`config.mk`:
```
export PLATFORM = sky130hd
export DESIGN_NAME = if_id_hazard_flat
export DESIGN_NICKNAME = d
export VERILOG_FILES = /design/src/rtl/if_id_hazard_pkg.sv /design/src/rtl/if_id_hazard_if.sv /design/src/rtl/if_id_hazard_load_use_detect.sv /design/src/rtl/if_id_hazard.sv /design/src/flat_wrapper.sv
export SDC_FILE = /design/constraint.sdc
export NUM_CORES = 1
export LEC_CHECK = 0
export ABC_AREA = 0
export BUFFER_PORTS_ARGS = -buffer_cell sky130_fd_sc_hd__buf_2
export CAP_MARGIN = 20
export CORE_MARGIN = 2
export CORE_UTILIZATION = 40
export CTS_CLUSTER_DIAMETER = 30
export CTS_CLUSTER_SIZE = 14
export DETAILED_ROUTE_END_ITERATION = 10
export PLACE_DENSITY_LB_ADDON = 0.25
export SLEW_MARGIN = 20
export SYNTH_ARGS = -nofsm -noshare
export SYNTH_HDL_FRONTEND = slang
export SYNTH_HIERARCHICAL = 1
export SYNTH_SLANG_ARGS = --single-unit
```
`constraint.sdc`:
```
create_clock -name clk_i -period 3.48 [get_ports clk_i]
set_clock_uncertainty 0.1 [all_clocks]
set_input_delay 0.348 -clock clk_i [delete_from_list [all_inputs] [get_ports clk_i]]
set_output_delay 0.348 -clock clk_i [all_outputs]
set_load 0.05 [all_outputs]
```
`src/rtl/if_id_hazard_pkg.sv`:
```
// Shared pipeline definitions for the IF/ID register and load-use hazard logic.
package if_id_hazard_pkg;

  localparam int unsigned XLEN      = 32;
  localparam int unsigned REG_W     = 5;
  localparam int unsigned CNT_WIDTH = 16;

  localparam int unsigned RS_MSB = 25;
  localparam int unsigned RS_LSB = 21;
  localparam int unsigned RT_MSB = 20;
  localparam int unsigned RT_LSB = 16;

  localparam logic [XLEN-1:0] NOP = 32'h0;

  typedef enum logic {
    ST_RUN    = 1'b0,
    ST_BUBBLE = 1'b1
  } state_e;

  function automatic logic [REG_W-1:0] rs_of(input logic [XLEN-1:0] instr);
    return instr[RS_MSB:RS_LSB];
  endfunction

  function automatic logic [REG_W-1:0] rt_of(input logic [XLEN-1:0] instr);
    return instr[RT_MSB:RT_LSB];
  endfunction

endpackage

```
`src/rtl/if_id_hazard_if.sv`:
```
// Front-end bus between fetch/ID/EX control and the IF/ID hazard block.
interface if_id_hazard_if
  import if_id_hazard_pkg::*;
#(
  parameter int unsigned CNT_W = CNT_WIDTH
);
  logic [XLEN-1:0]  pc_i;
  logic [XLEN-1:0]  instr_i;
  logic             flush_i;
  logic             mem_stall_i;
  logic             id_ex_memread_i;
  logic [REG_W-1:0] id_ex_rt_i;

  logic [XLEN-1:0]  pc_o;
  logic [XLEN-1:0]  instr_o;
  logic             valid_o;
  logic             pc_write_o;
  logic             bubble_o;
  logic             stall_o;
  logic [CNT_W-1:0] stall_cnt_o;

  modport master (
    output pc_i, instr_i, flush_i, mem_stall_i, id_ex_memread_i, id_ex_rt_i,
    input  pc_o, instr_o, valid_o, pc_write_o, bubble_o, stall_o, stall_cnt_o
  );

  modport slave (
    input  pc_i, instr_i, flush_i, mem_stall_i, id_ex_memread_i, id_ex_rt_i,
    output pc_o, instr_o, valid_o, pc_write_o, bubble_o, stall_o, stall_cnt_o
  );
endinterface

```
`src/rtl/if_id_hazard_load_use_detect.sv`:
```
// Combinational load-use detector: the EX-stage load targets a register ID reads.
module load_use_detect
  import if_id_hazard_pkg::*;
(
  input  logic [REG_W-1:0] rs_i,
  input  logic [REG_W-1:0] rt_i,
  input  logic             valid_i,
  input  logic             memread_i,
  input  logic [REG_W-1:0] ex_rt_i,
  output logic             lu_c
);
  // Register 0 is hard-wired, so a load into it never creates a dependency.
  assign lu_c = memread_i && (ex_rt_i != REG_W'(0)) && valid_i &&
                ((ex_rt_i == rs_i) || (ex_rt_i == rt_i));
endmodule

```
`src/rtl/if_id_hazard.sv`:
```
// IF/ID pipeline register with load-use bubble FSM, flush, memory stall and
// a saturating bubble counter.
module if_id_hazard
  import if_id_hazard_pkg::*;
#(
  parameter int unsigned CNT_W = CNT_WIDTH
)(
  input  logic               clk_i,
  input  logic               rst_i,
  if_id_hazard_if.slave      bus
);
  logic [XLEN-1:0]  pc_q;
  logic [XLEN-1:0]  instr_q;
  logic             valid_q;
  logic [CNT_W-1:0] cnt_q;
  state_e           state_q;

  logic lu_c;
  logic lu_eff_c;
  logic pc_write_c;
  logic bubble_c;
  logic stall_c;

  load_use_detect u_lu (
    .rs_i      (rs_of(instr_q)),
    .rt_i      (rt_of(instr_q)),
    .valid_i   (valid_q),
    .memread_i (bus.id_ex_memread_i),
    .ex_rt_i   (bus.id_ex_rt_i),
    .lu_c      (lu_c)
  );

  // The instruction held through a bubble is not re-checked.
  assign lu_eff_c = lu_c && (state_q == ST_RUN);

  // Front-end control, priority: reset, memory stall, flush, load-use.
  always_comb begin
    pc_write_c = 1'b1;
    bubble_c   = 1'b0;
    stall_c    = 1'b0;
    if (rst_i) begin
      pc_write_c = 1'b1;
    end else if (bus.mem_stall_i) begin
      pc_write_c = 1'b0;
      stall_c    = 1'b1;
    end else if (bus.flush_i) begin
      pc_write_c = 1'b1;
    end else if (lu_eff_c) begin
      pc_write_c = 1'b0;
      bubble_c   = 1'b1;
    end
  end

  always_ff @(posedge clk_i) begin
    if (rst_i) begin
      pc_q    <= '0;
      instr_q <= NOP;
      valid_q <= 1'b0;
      cnt_q   <= '0;
      state_q <= ST_RUN;
    end else if (bus.mem_stall_i) begin
      state_q <= state_q;
    end else if (bus.flush_i) begin
      pc_q    <= bus.pc_i;
      instr_q <= NOP;
      valid_q <= 1'b0;
      state_q <= ST_RUN;
    end else if (lu_eff_c) begin
      state_q <= ST_BUBBLE;
      if (cnt_q != {CNT_W{1'b1}}) cnt_q <= cnt_q + CNT_W'(1);
    end else begin
      pc_q    <= bus.pc_i;
      instr_q <= bus.instr_i;
      valid_q <= 1'b1;
      state_q <= ST_RUN;
    end
  end

  assign bus.pc_o        = pc_q;
  assign bus.instr_o     = instr_q;
  assign bus.valid_o     = valid_q;
  assign bus.stall_cnt_o = cnt_q;
  assign bus.pc_write_o  = pc_write_c;
  assign bus.bubble_o    = bubble_c;
  assign bus.stall_o     = stall_c;
endmodule

```
`src/flat_wrapper.sv`:
```
// flat-port wrapper written by rule: the top's interface ports become plain ports
module if_id_hazard_flat import if_id_hazard_pkg::*;
#(
  parameter int unsigned CNT_W = CNT_WIDTH
)
  (clk_i, rst_i, bus_pc_i, bus_instr_i, bus_flush_i, bus_mem_stall_i, bus_id_ex_memread_i, bus_id_ex_rt_i, bus_pc_o, bus_instr_o, bus_valid_o, bus_pc_write_o, bus_bubble_o, bus_stall_o, bus_stall_cnt_o);
  if_id_hazard_if #(.CNT_W(CNT_W)) bus_i ();
  input  logic clk_i;
  input  logic rst_i;
  input wire logic [$bits(bus_i.pc_i)-1:0] bus_pc_i;
  input wire logic [$bits(bus_i.instr_i)-1:0] bus_instr_i;
  input wire logic [$bits(bus_i.flush_i)-1:0] bus_flush_i;
  input wire logic [$bits(bus_i.mem_stall_i)-1:0] bus_mem_stall_i;
  input wire logic [$bits(bus_i.id_ex_memread_i)-1:0] bus_id_ex_memread_i;
  input wire logic [$bits(bus_i.id_ex_rt_i)-1:0] bus_id_ex_rt_i;
  output wire logic [$bits(bus_i.pc_o)-1:0] bus_pc_o;
  output wire logic [$bits(bus_i.instr_o)-1:0] bus_instr_o;
  output wire logic [$bits(bus_i.valid_o)-1:0] bus_valid_o;
  output wire logic [$bits(bus_i.pc_write_o)-1:0] bus_pc_write_o;
  output wire logic [$bits(bus_i.bubble_o)-1:0] bus_bubble_o;
  output wire logic [$bits(bus_i.stall_o)-1:0] bus_stall_o;
  output wire logic [$bits(bus_i.stall_cnt_o)-1:0] bus_stall_cnt_o;
  assign bus_i.pc_i = bus_pc_i;
  assign bus_i.instr_i = bus_instr_i;
  assign bus_i.flush_i = bus_flush_i;
  assign bus_i.mem_stall_i = bus_mem_stall_i;
  assign bus_i.id_ex_memread_i = bus_id_ex_memread_i;
  assign bus_i.id_ex_rt_i = bus_id_ex_rt_i;
  assign bus_pc_o = bus_i.pc_o;
  assign bus_instr_o = bus_i.instr_o;
  assign bus_valid_o = bus_i.valid_o;
  assign bus_pc_write_o = bus_i.pc_write_o;
  assign bus_bubble_o = bus_i.bubble_o;
  assign bus_stall_o = bus_i.stall_o;
  assign bus_stall_cnt_o = bus_i.stall_cnt_o;
  if_id_hazard #(.CNT_W(CNT_W)) u_core (.clk_i(clk_i), .rst_i(rst_i), .bus(bus_i));
endmodule
```
==> results of run 1 <==
-- layout make-up --
class / instances / area [sq um]
tap: 99 / 123.9
fill: 665 / 3141
timing repair buffer: 161 / 828.3
clock buffer: 9 / 123.9
clock inverter: 7 / 98.84
multi-input combinational: 166 / 1242
inverter: 4 / 15.01
sequential: 82 / 1642
-- per-layer routing --
| metal | part of all wire | up-vias | GRT usage | routed length, um |
|---|---|---|---|---|
| met3 | 0.063 | 14 | 0.06370 | 470 |
| met4 | 0.024 | 0 | 0.07949 | 176 |
| li1 | - | 1354 | - | - |
| met5 | 0 | - | 0 | 0 |
| met2 | 0.48 | 93 | 0.3020 | 3598 |
| met1 | 0.43 | 1272 | 0.2118 | 3236 |
-- cell usage in the layout (no fill, tap or decap), drive strengths merged, types with 4 or more instances in the layout --
cell type	count
clkbuf	9
dfxtp	82
nand2	6
nor3	4
o21ai	4
a22o	64
or4	11
buf	161
nand3	5
nor4	4
o31ai	10
inv	7
nor2	5
xnor2	4
xor2	6
a21oi	17
nand4	5
-- state kept, by name, indices dropped and copies added (netlist names) --
signal and count:
u_core/bus.instr_o 32, u_core/bus.pc_o 32, u_core/state_q 1, u_core/bus.stall_cnt_o 16
u_core/bus.valid_o 1
-- stage by stage --
stage          setup WS (ns)  utilization  power [mW]
2_1_floorplan         0.4735            -       1.212
3_3_place_gp          0.6305       0.5338       1.309
3_5_place_dp          0.6003       0.5338       1.312
4_1_cts               0.6111       0.5647       2.085
5_1_grt               0.3592       0.5647       2.146
6_report              0.6132       0.5647       2.061
-- power groups by stage --
stage	combinational (mW)	sequential, mW	clock, mW
after floorplan	0.0663	1.15	0
after global placement	0.292	1.02	0
after detailed placement	0.295	1.02	0
after CTS	0.296	0.996	0.793
after global routing	0.310	1.00	0.834
final	0.294	0.996	0.771
-- worst paths after layout --
kind	slack, ns	cells after the start	start	end
max reg2reg	0.70	8	u_core/bus.instr_o[23]	u_core/bus.stall_cnt_o[10]
min	0.1	2	bus_instr_i[2]	u_core/bus.instr_o[2]
max	0.61	9	u_core/bus.instr_o[23]	bus_pc_write_o
min reg2reg	0.38	1	u_core/bus.pc_o[9]	u_core/bus.pc_o[9]
-- kinds of logic (layout without fill, tap and decap cells) --
family	after synthesis	count (layout)	synth area share
mux	1	1	0.003796
simple gates	56	56	0.1156
flops	82	82	0.5534
xor+xnor	10	10	0.02952
buf+inv	23	181	0.03416
fa+ha+maj	1	1	0.004217
compound gates	98	98	0.2594
==> qor.yml, run 1 <==
status: "completed"
cp.required_ns: 3.03
ys_types: 33
area_growth_pct: 37.33
die_area_sq_mm: 0.008122
die_h_um: 90.12
start_util: 0.4112
cts_root_buf: "clkbuf_8"
path_cells: "xor2_1 -> nor3_1 -> nand3_1 -> a21oi_1 -> nor3b_1 -> nor2_1 -> nor2_4 -> inv_1 -> buf_2"
numClockSinks: 82
post_drt_wl_per_cell_um: 14.17
hold_path_class: "primary input to register"
avgSynthCellArea_sq_um: 10.95
yosysMostFrequentCell: "dfxtp_1"
power_frac_comb: 0.142
period_needed_ns: 2.867
worst_pin_slew_ns: 0.9531
ant_nets: 0
max_freq_ghz: 0.3488
crit_path_end_kind: "primary output"
antenna_found_initial: 0
power_frac_clock: 0.374
synthFlopType: "dfxtp_1"
first_global_vias: 2566
drtIter0Drc: 75
p_leak_nw: 1.939
period_share: 0.8238
maxCapViolCount: 0
cts_setup_buffers: 0
grt_setup_unrepaired: "no"
cp.arrival_ns: 2.42
place.gp.congestion: 0.7986
worst-path-buf-inv: 2
layout-drive-gt1-share: 0.4312
synth_area_sq_mm: 0.002967
diodes: 0
dp_hpwl_um: 5202
ios: 158
cpLargestDelayFamily: "simple AND/OR/NAND/NOR gates"
sequentialPowerShare: 0.483
internal-power_mw: 1.476
wl_um: 7481
dp.cells: 512
setup_viol: 0
cts_resized: 0
rows: 31
synth_common_cells: "82 x dfxtp_1, 64 x a22o_1, 17 x a21oi_1"
switchingPower_uw: 584.6
core-area_sq_mm: 0.007214
io_buffers: 157
cts_buffers: 9
synth_edf_count: 0
drc: 0
hold_viol_final: 0
grt_usage: 0.1817
syn_inst: 271
fin_cells: 528
nets: 499
cp_slowest_cell: "nor3b_1"
clockBufferDepth: 2
maxSlewViolCount: 0
p_sw_frac: 0.2837
max_slew_margin: 0.3587
clock_latency_ns: 0.34
synth.net_count: 346
max_stage_delay_ns: 0.47
die-width_um: 90.12
finish.instance_area_sq_mm: 0.004074
synth_area_leader_cell: "dfxtp_1"
ir_drop_v: 0.0002379
yosysSeqAreaShare: 0.5534
yosysWarnings: 6
synthArstFlopShare: 0
grt_pass1_wl_um: 12130
clk_pin_slew_worst_paths_ns: 0.09
vias: 2733
synth-seq-cells: 82
via_per_inst: 5.176
htreeDepth: 3
worst-setup-path-type: "register to primary output"
power_density_mw_per_mm2: 505.8
tns_ns: 0
cts_hold_repair.buffers: 0
synthTopCellsByArea: "dfxtp_1 55%, a22o_1 19%, a21oi_1 2.9%"
start_kind: "register"
post_dp_cell_area_sq_mm: 0.003851
synth_top_cell_area_share: 0.5534
gr-total-overflow: 0
cp_max_fo: 3
cts_tree: "yes"
grt_max_degree: 66
dr.pass1.iters: 4
whs_ns: 0.09958
No activity file was read; power rests on OpenSTA's default activity.
==> run 2, diff against run 1 <==
clock period = 2.32 ns   (was 3.48 ns; I/O delays follow)
==> run 2 against run 1 <==
  * The flow now finishes with violations (negative setup slack)
  * Register-to-register slack got worse by 0.93 ns
  * Via count up 17%
  * Setup slack worse by 0.84 ns
  * Wire length rose by 28%
  * Sequential power up 50%
  * Flip-flop and latch count is the same
  * Cell count up 17%
  * Combinational power rose by 94%
  * Die area did not move
  * Clock power up 65%
  * First-iteration DRC count rose by 60%
  * Critical path depth is 1 lower
  * Critical endpoint is now u_core/bus.stall_cnt_o[6]
  * Largest power group unchanged
==> qor.yml, run 2 (synthesis results as in run 1) <==
status: "finished, violations left"
failed_checks: "negative setup slack"
path_cells: "xor2_1 -> nor3_2 -> nand3_1 -> a21oi_2 -> or4b_4 -> or2_4 -> or4_1 -> a21oi_1"
final_common_cell: "buf_2"
holdPathStages: 2  # unchanged
post_dp_cell_area_sq_mm: 0.004084  # +6.0%
met2WireLength_um: 5065  # +41%
cts_root_buf: "clkbuf_8"
hold_end: "u_core/bus.pc_o[15]"
met1_length_um: 3823  # +18%
period_needed_ns: 2.546
reg2reg_depth: 8  # unchanged
hold_viol_final: 0  # unchanged
max_freq_ghz: 0.3927
maxCapViolCount: 0  # unchanged
cp_slowest_cell: "or4b_4"
area_growth_pct: 73.18
worst-setup-path-type: "register to register"
post_drt_wl_per_cell_um: 15.46  # +9.1%
grt_usage: 0.2281  # +0.04640
highest_layer: "met4"
reg2reg_slack_ns: -0.23  # -0.93 ns
start_util: 0.4112  # unchanged
tns_ns: -1.619  # -1.619 ns
maxSlewViolCount: 0  # unchanged
grt_pass1_wl_um: 15170  # +25%
numClockSinks: 82  # unchanged
wl_um: 9586  # +28%
max_slew_margin: 0.6685  # +0.3098
io_buffers: 157  # unchanged
gr-total-overflow: 0  # unchanged
place.gp.congestion: 0.8152  # +2.1%
crit_path_end_kind: "register"
drc: 0  # unchanged
most-common-layout-cells: "155 x buf_2, 72 x dfxtp_1, 64 x a22o_1, 62 x dlygate4sd3_1, 26 x buf_4"
p_leak_nw: 2.405  # +24%
cp.arrival_ns: 2.71  # +0.29 ns
hold_start: "bus_pc_i[15]"
antenna_found_initial: 0  # unchanged
cp_max_fo: 8  # +5
core-area_sq_mm: 0.007214  # unchanged
final_util: 0.7121  # +0.1474
die-width_um: 90.12  # unchanged
dr.pass1.iters: 4  # unchanged
grt_max_degree: 43  # -35%
hold_path_class: "primary input to register"
r2r-start: "u_core/bus.instr_o[17]"
met3WireLength_um: 423  # -10%
post-place-ws_ns: -0.2785  # -0.8789 ns
nets: 591  # +18%
power_density_mw_per_mm2: 649.3  # +28%
rows: 31  # unchanged
layout-drive-gt1-share: 0.4587  # +0.02750
clockBufferDepth: 2  # unchanged
start_kind: "register"
dp_hpwl_um: 5585  # +7.4%
ir_drop_v: 0.0004194  # +76%
setup_ws_ns: -0.2264  # -0.8396 ns
grt_setup_unrepaired: "yes"
drtIter0Drc: 120  # +60%
die_area_sq_mm: 0.008122  # unchanged
worst-path-buf-inv: 0  # -2
htreeDepth: 3  # unchanged
cpLargestDelayFamily: "simple AND/OR/NAND/NOR gates"
r2r_end: "u_core/bus.stall_cnt_o[6]"
die_h_um: 90.12  # unchanged
total_power_mw: 3.336  # +62%
clock_latency_ns: 0.35  # about the same
vias: 3192  # +17%
period_share: 1.098
first_global_vias: 3229  # +26%
cp.required_ns: 2.49  # -0.54 ns
finish.instance_area_sq_mm: 0.005137  # +26%
cts_buffers: 9  # unchanged
ios: 158  # unchanged
via_per_inst: 5.148  # -0.54%
cts_tree: "yes"
setup_viol: 15  # +15
worst_pin_slew_ns: 0.4973  # -0.4559 ns
clk_pin_slew_worst_paths_ns: 0.09  # about the same
ant_nets: 0  # unchanged
diodes: 0  # unchanged
max_stage_delay_ns: 0.48  # about the same
-- run 2: power by group --
| part | internal [mW] | switching, mW |
|---|---|---|
| Sequential | 1.46 | 0.0314 |
| Clock | 0.726 | 0.548 |
| Combinational | 0.231 | 0.340 |
-- run 2: layout make-up --
type | instances | area, sq um
Tap cell | 99 | 123.9
Fill cell | 540 | 2077
Clock buffer | 9 | 123.9
Clock inverter | 7 | 125.1
Sequential cell | 82 | 1669
Multi-Input combinational cell | 166 | 1328
Inverter | 4 | 15.01
Timing Repair Buffer | 253 | 1753
-- run 2: layer usage --
metal  vias to the layer above  track usage
met5                         -            0
met4                         0       0.1205
met3                        22      0.04526
li1                       1538            -
met2                       110       0.4148
met1                      1522       0.2492
-- run 2: stage by stage --
| step | hold slack, ns | cells |
|---|---|---|
| 2_1_floorplan | 0.2279 | 271 |
| 3_3_place_gp | 0.3411 | 532 |
| 3_5_place_dp | 0.3455 | 532 |
| 4_1_cts | 0.003593 | 616 |
| 5_1_grt | 0.01141 | 620 |
| 6_report | 0.01302 | 620 |
-- run 2: worst max path at each step --
| stage | depth (start not counted) | startpoint | slack, ns | endpoint |
|---|---|---|---|---|
| 2_1_floorplan | 10 | u_core/bus.instr_o[20] | -0.36 | u_core/bus.stall_cnt_o[10] |
| 3_3_place_gp | 9 | bus_id_ex_rt_i[0] | -0.28 | u_core/bus.stall_cnt_o[10] |
| 3_5_place_dp | 9 | bus_id_ex_rt_i[0] | -0.28 | u_core/bus.stall_cnt_o[10] |
| 4_1_cts | 8 | u_core/bus.instr_o[25] | -0.21 | bus_bubble_o |
| 5_1_grt | 8 | u_core/bus.instr_o[25] | -0.32 | u_core/bus.stall_cnt_o[6] |
| 6_report | 8 | u_core/bus.instr_o[17] | -0.23 | u_core/bus.stall_cnt_o[6] |
-- run 2: timing repair --
item | in CTS | in global routing
pin swaps | 10 | 14
setup buffers | 6 | 3
gates resized for setup | 10 | 12
hold buffers | 62 | 0
endpoints found under the hold margin | 62 | 0
endpoints found under the setup margin | 17 | 60
cloned | 0 | 1
-- run 2: worst register-to-register path: cells and delay by family, from the launching register on --
kind,cells,cell delay (ns)
compound gates,2,0.37
xor+xnor,1,0.14
simple gates,5,1.50
flops,1,0.35
==> run 3, diff against run 2 <==
clock period = 2.3 ns   (was 2.32 ns; I/O delays follow)
==> run 3 against run 2 <==
  * The flow still finishes with violations (negative setup slack)
  * Clock power decreased by 23%
  * Cell area shrank 0.41%
  * Worst hold slack worse by 0.0025 ns
  * Wire length increased by 2.8%
  * Largest power group unchanged
  * Core utilization shrank 0.29 points
  * Critical endpoint is now bus_bubble_o
  * Combinational power up 2%
  * Die area is the same
  * Non-clock buffer count down 2
  * First-iteration DRC count decreased by 11%
  * Total power shrank 8.2%
  * Sequential share of layout area is 0.14 points higher
==> qor.yml, run 3 (synthesis results as in run 1) <==
ios: 158  # unchanged
grt_max_degree: 45  # +4.7%
max_slew_margin: 0.6488  # -0.01970
fill_cells: 552  # +2.2%
cp.arrival_ns: 2.27  # -0.44 ns
power_frac_comb: 0.190  # +0.019
worst-setup-path-type: "register to primary output"
die-width_um: 90.12  # unchanged
ir_drop_v: 0.0004029  # -3.9%
first_global_vias: 3204  # -0.77%
cp.required_ns: 1.97  # -0.52 ns
crit_path_end_kind: "primary output"
area_growth_pct: 72.46
p_sw_frac: 0.3090  # +0.03348
clock_latency_ns: 0.35  # about the same
via_per_inst: 5.111  # -0.72%
holdPathStages: 2  # unchanged
internal-power_mw: 2.117  # -12%
drc: 0  # unchanged
htreeDepth: 3  # unchanged
grt_setup_unrepaired: "yes"
r2r-start: "u_core/bus.instr_o[17]"
nets: 590  # -0.17%
cts_buffers: 9  # unchanged
antenna_found_initial: 0  # unchanged
worst_pin_slew_ns: 0.5268  # +0.02955 ns
r2r_end: "u_core/bus.stall_cnt_o[10]"
place.gp.congestion: 0.8331  # +2.2%
vias: 3164  # -0.88%
setup_ws_ns: -0.2985  # -0.07205 ns
maxCapViolCount: 0  # unchanged
period_needed_ns: 2.598
final_common_cell: "buf_2"
whs_ns: 0.01049  # -0.002534 ns
power_frac_clock: 0.319  # -0.063
cts_tree: "yes"
p_leak_nw: 2.380  # -1.1%
post_drt_wl_per_cell_um: 15.91  # +2.9%
start_kind: "register"
die_area_sq_mm: 0.008122  # unchanged
wl_um: 9850  # +2.8%
dp_hpwl_um: 5599  # +0.23%
cp_max_fo: 3  # -5
most-common-layout-cells: "155 x buf_2, 72 x dfxtp_1, 64 x a22o_1, 60 x dlygate4sd3_1, 21 x buf_4"
grt_pass1_wl_um: 14990  # -1.2%
tns_ns: -5.173  # -3.554 ns
fin_cells: 619  # -0.16%
multiInputGateArea_sq_mm: 0.001361  # +2.5%
rows: 31  # unchanged
die_h_um: 90.12  # unchanged
dp.cells: 531  # -0.19%
gr-total-overflow: 0  # unchanged
hold_end: "u_core/bus.pc_o[17]"
io_buffers: 157  # unchanged
failed_checks: "negative setup slack"
clockBufferDepth: 2  # unchanged
dr.pass1.iters: 7  # +3
power_density_mw_per_mm2: 598.7  # -7.8%
period_share: 1.130
hold_path_class: "primary input to register"
sequentialPowerShare: 0.491  # +0.044
maxSlewViolCount: 0  # unchanged
setup_viol: 35  # +20
cts_root_buf: "clkbuf_8"
reg2reg_depth: 8  # unchanged
reg2reg_slack_ns: -0.29  # -0.06 ns
final-seq-area_sq_mm: 0.001669  # unchanged
final_util: 0.7092  # -0.002948
hold_viol_final: 0  # unchanged
numClockSinks: 82  # unchanged
status: "finished, violations left"
layout-drive-gt1-share: 0.4712  # +0.01242
switchingPower_uw: 946.5  # +3.0%
hold_start: "bus_pc_i[17]"
ant_nets: 0  # unchanged
grt_usage: 0.2264  # -0.001741
start_util: 0.4112  # unchanged
drtIter0Drc: 107  # -11%
max_freq_ghz: 0.3848
diodes: 0  # unchanged
core-area_sq_mm: 0.007214  # unchanged
clk_pin_slew_worst_paths_ns: 0.09  # about the same
==> run 3: changes by cell type in the layout (fill, tap and decap cells not counted), sizes merged <==
cell	change
dlygate4sd3	-2
buf	-1
inv	+2
bufinv	-3
or2	+1
clkinvlp	+2
bufbuf	+1
clkinv	-1
==> run 3: worst max-delay path by stage <==
| stage | from | to | slack, ns | cells past startpoint |
|---|---|---|---|---|
| 2_1_floorplan | u_core/bus.instr_o[20] | u_core/bus.stall_cnt_o[10] | -0.38 | 10 |
| 3_3_place_gp | bus_id_ex_rt_i[0] | u_core/bus.stall_cnt_o[10] | -0.27 | 9 |
| 3_5_place_dp | bus_id_ex_rt_i[0] | u_core/bus.stall_cnt_o[10] | -0.38 | 9 |
| 4_1_cts | u_core/bus.instr_o[17] | u_core/bus.stall_cnt_o[10] | -0.26 | 8 |
| 5_1_grt | u_core/bus.instr_o[17] | bus_bubble_o | -0.40 | 8 |
| 6_report | u_core/bus.instr_o[17] | bus_bubble_o | -0.30 | 8 |
==> run 3: power by group through the flow <==
stage / logic, mW / clock network [mW] / registers, mW
floorplan: 0.101 / 0 / 1.73
finish: 0.582 / 0.977 / 1.50
global placement: 0.466 / 0 / 1.53
global route: 0.613 / 1.07 / 1.51
CTS: 0.556 / 1.00 / 1.50
detailed placement: 0.473 / 0 / 1.53
==> run 3: what timing repair did <==
action	4_1_cts	5_1_grt
resized for setup	16	24
pin swaps	8	16
buffers inserted	6	2
cloned	0	4
endpoints found under the setup margin	28	83
hold buffers	59	1
hold endpoints to repair	59	1
==> run 3: stage by stage <==
stage / total power, mW / instance area (sq um) / setup WS, ns
floorplan: 1.832 / 3015 / -0.3847
finish: 3.063 / 5116 / -0.2985
detailed placement: 2.006 / 4064 / -0.3835
CTS: 3.062 / 4935 / -0.2640
global placement: 2.000 / 4064 / -0.2736
global route: 3.195 / 5116 / -0.4039
==> run 3: per-layer routing <==
layer | wire length, um | GRT usage
met1 | 3906 | 0.2483
met2 | 5221 | 0.4148
met3 | 408 | 0.04023
met4 | 314 | 0.1179
met5 | 0 | 0
==> run 3: cell type report <==
class                   count  share of cell area
flip-flops and latches     82              0.3262
multi-input cells         167              0.2661
inverters                   4            0.002935
well taps                  99             0.02421
clock buffers               9             0.02421
repair buffers            251              0.3448
clock inverters             7             0.01149
==> run 3: critical path, stage by stage, from the launching register on <==
cell and delay [ns]:
dfxtp_4 0.36, xor2_2 0.14, nor3_2 0.21, nand3_1 0.13, a21oi_2 0.20, or4b_4 0.51, buf_6 0.15, nor2_4 0.07
buf_6 0.16
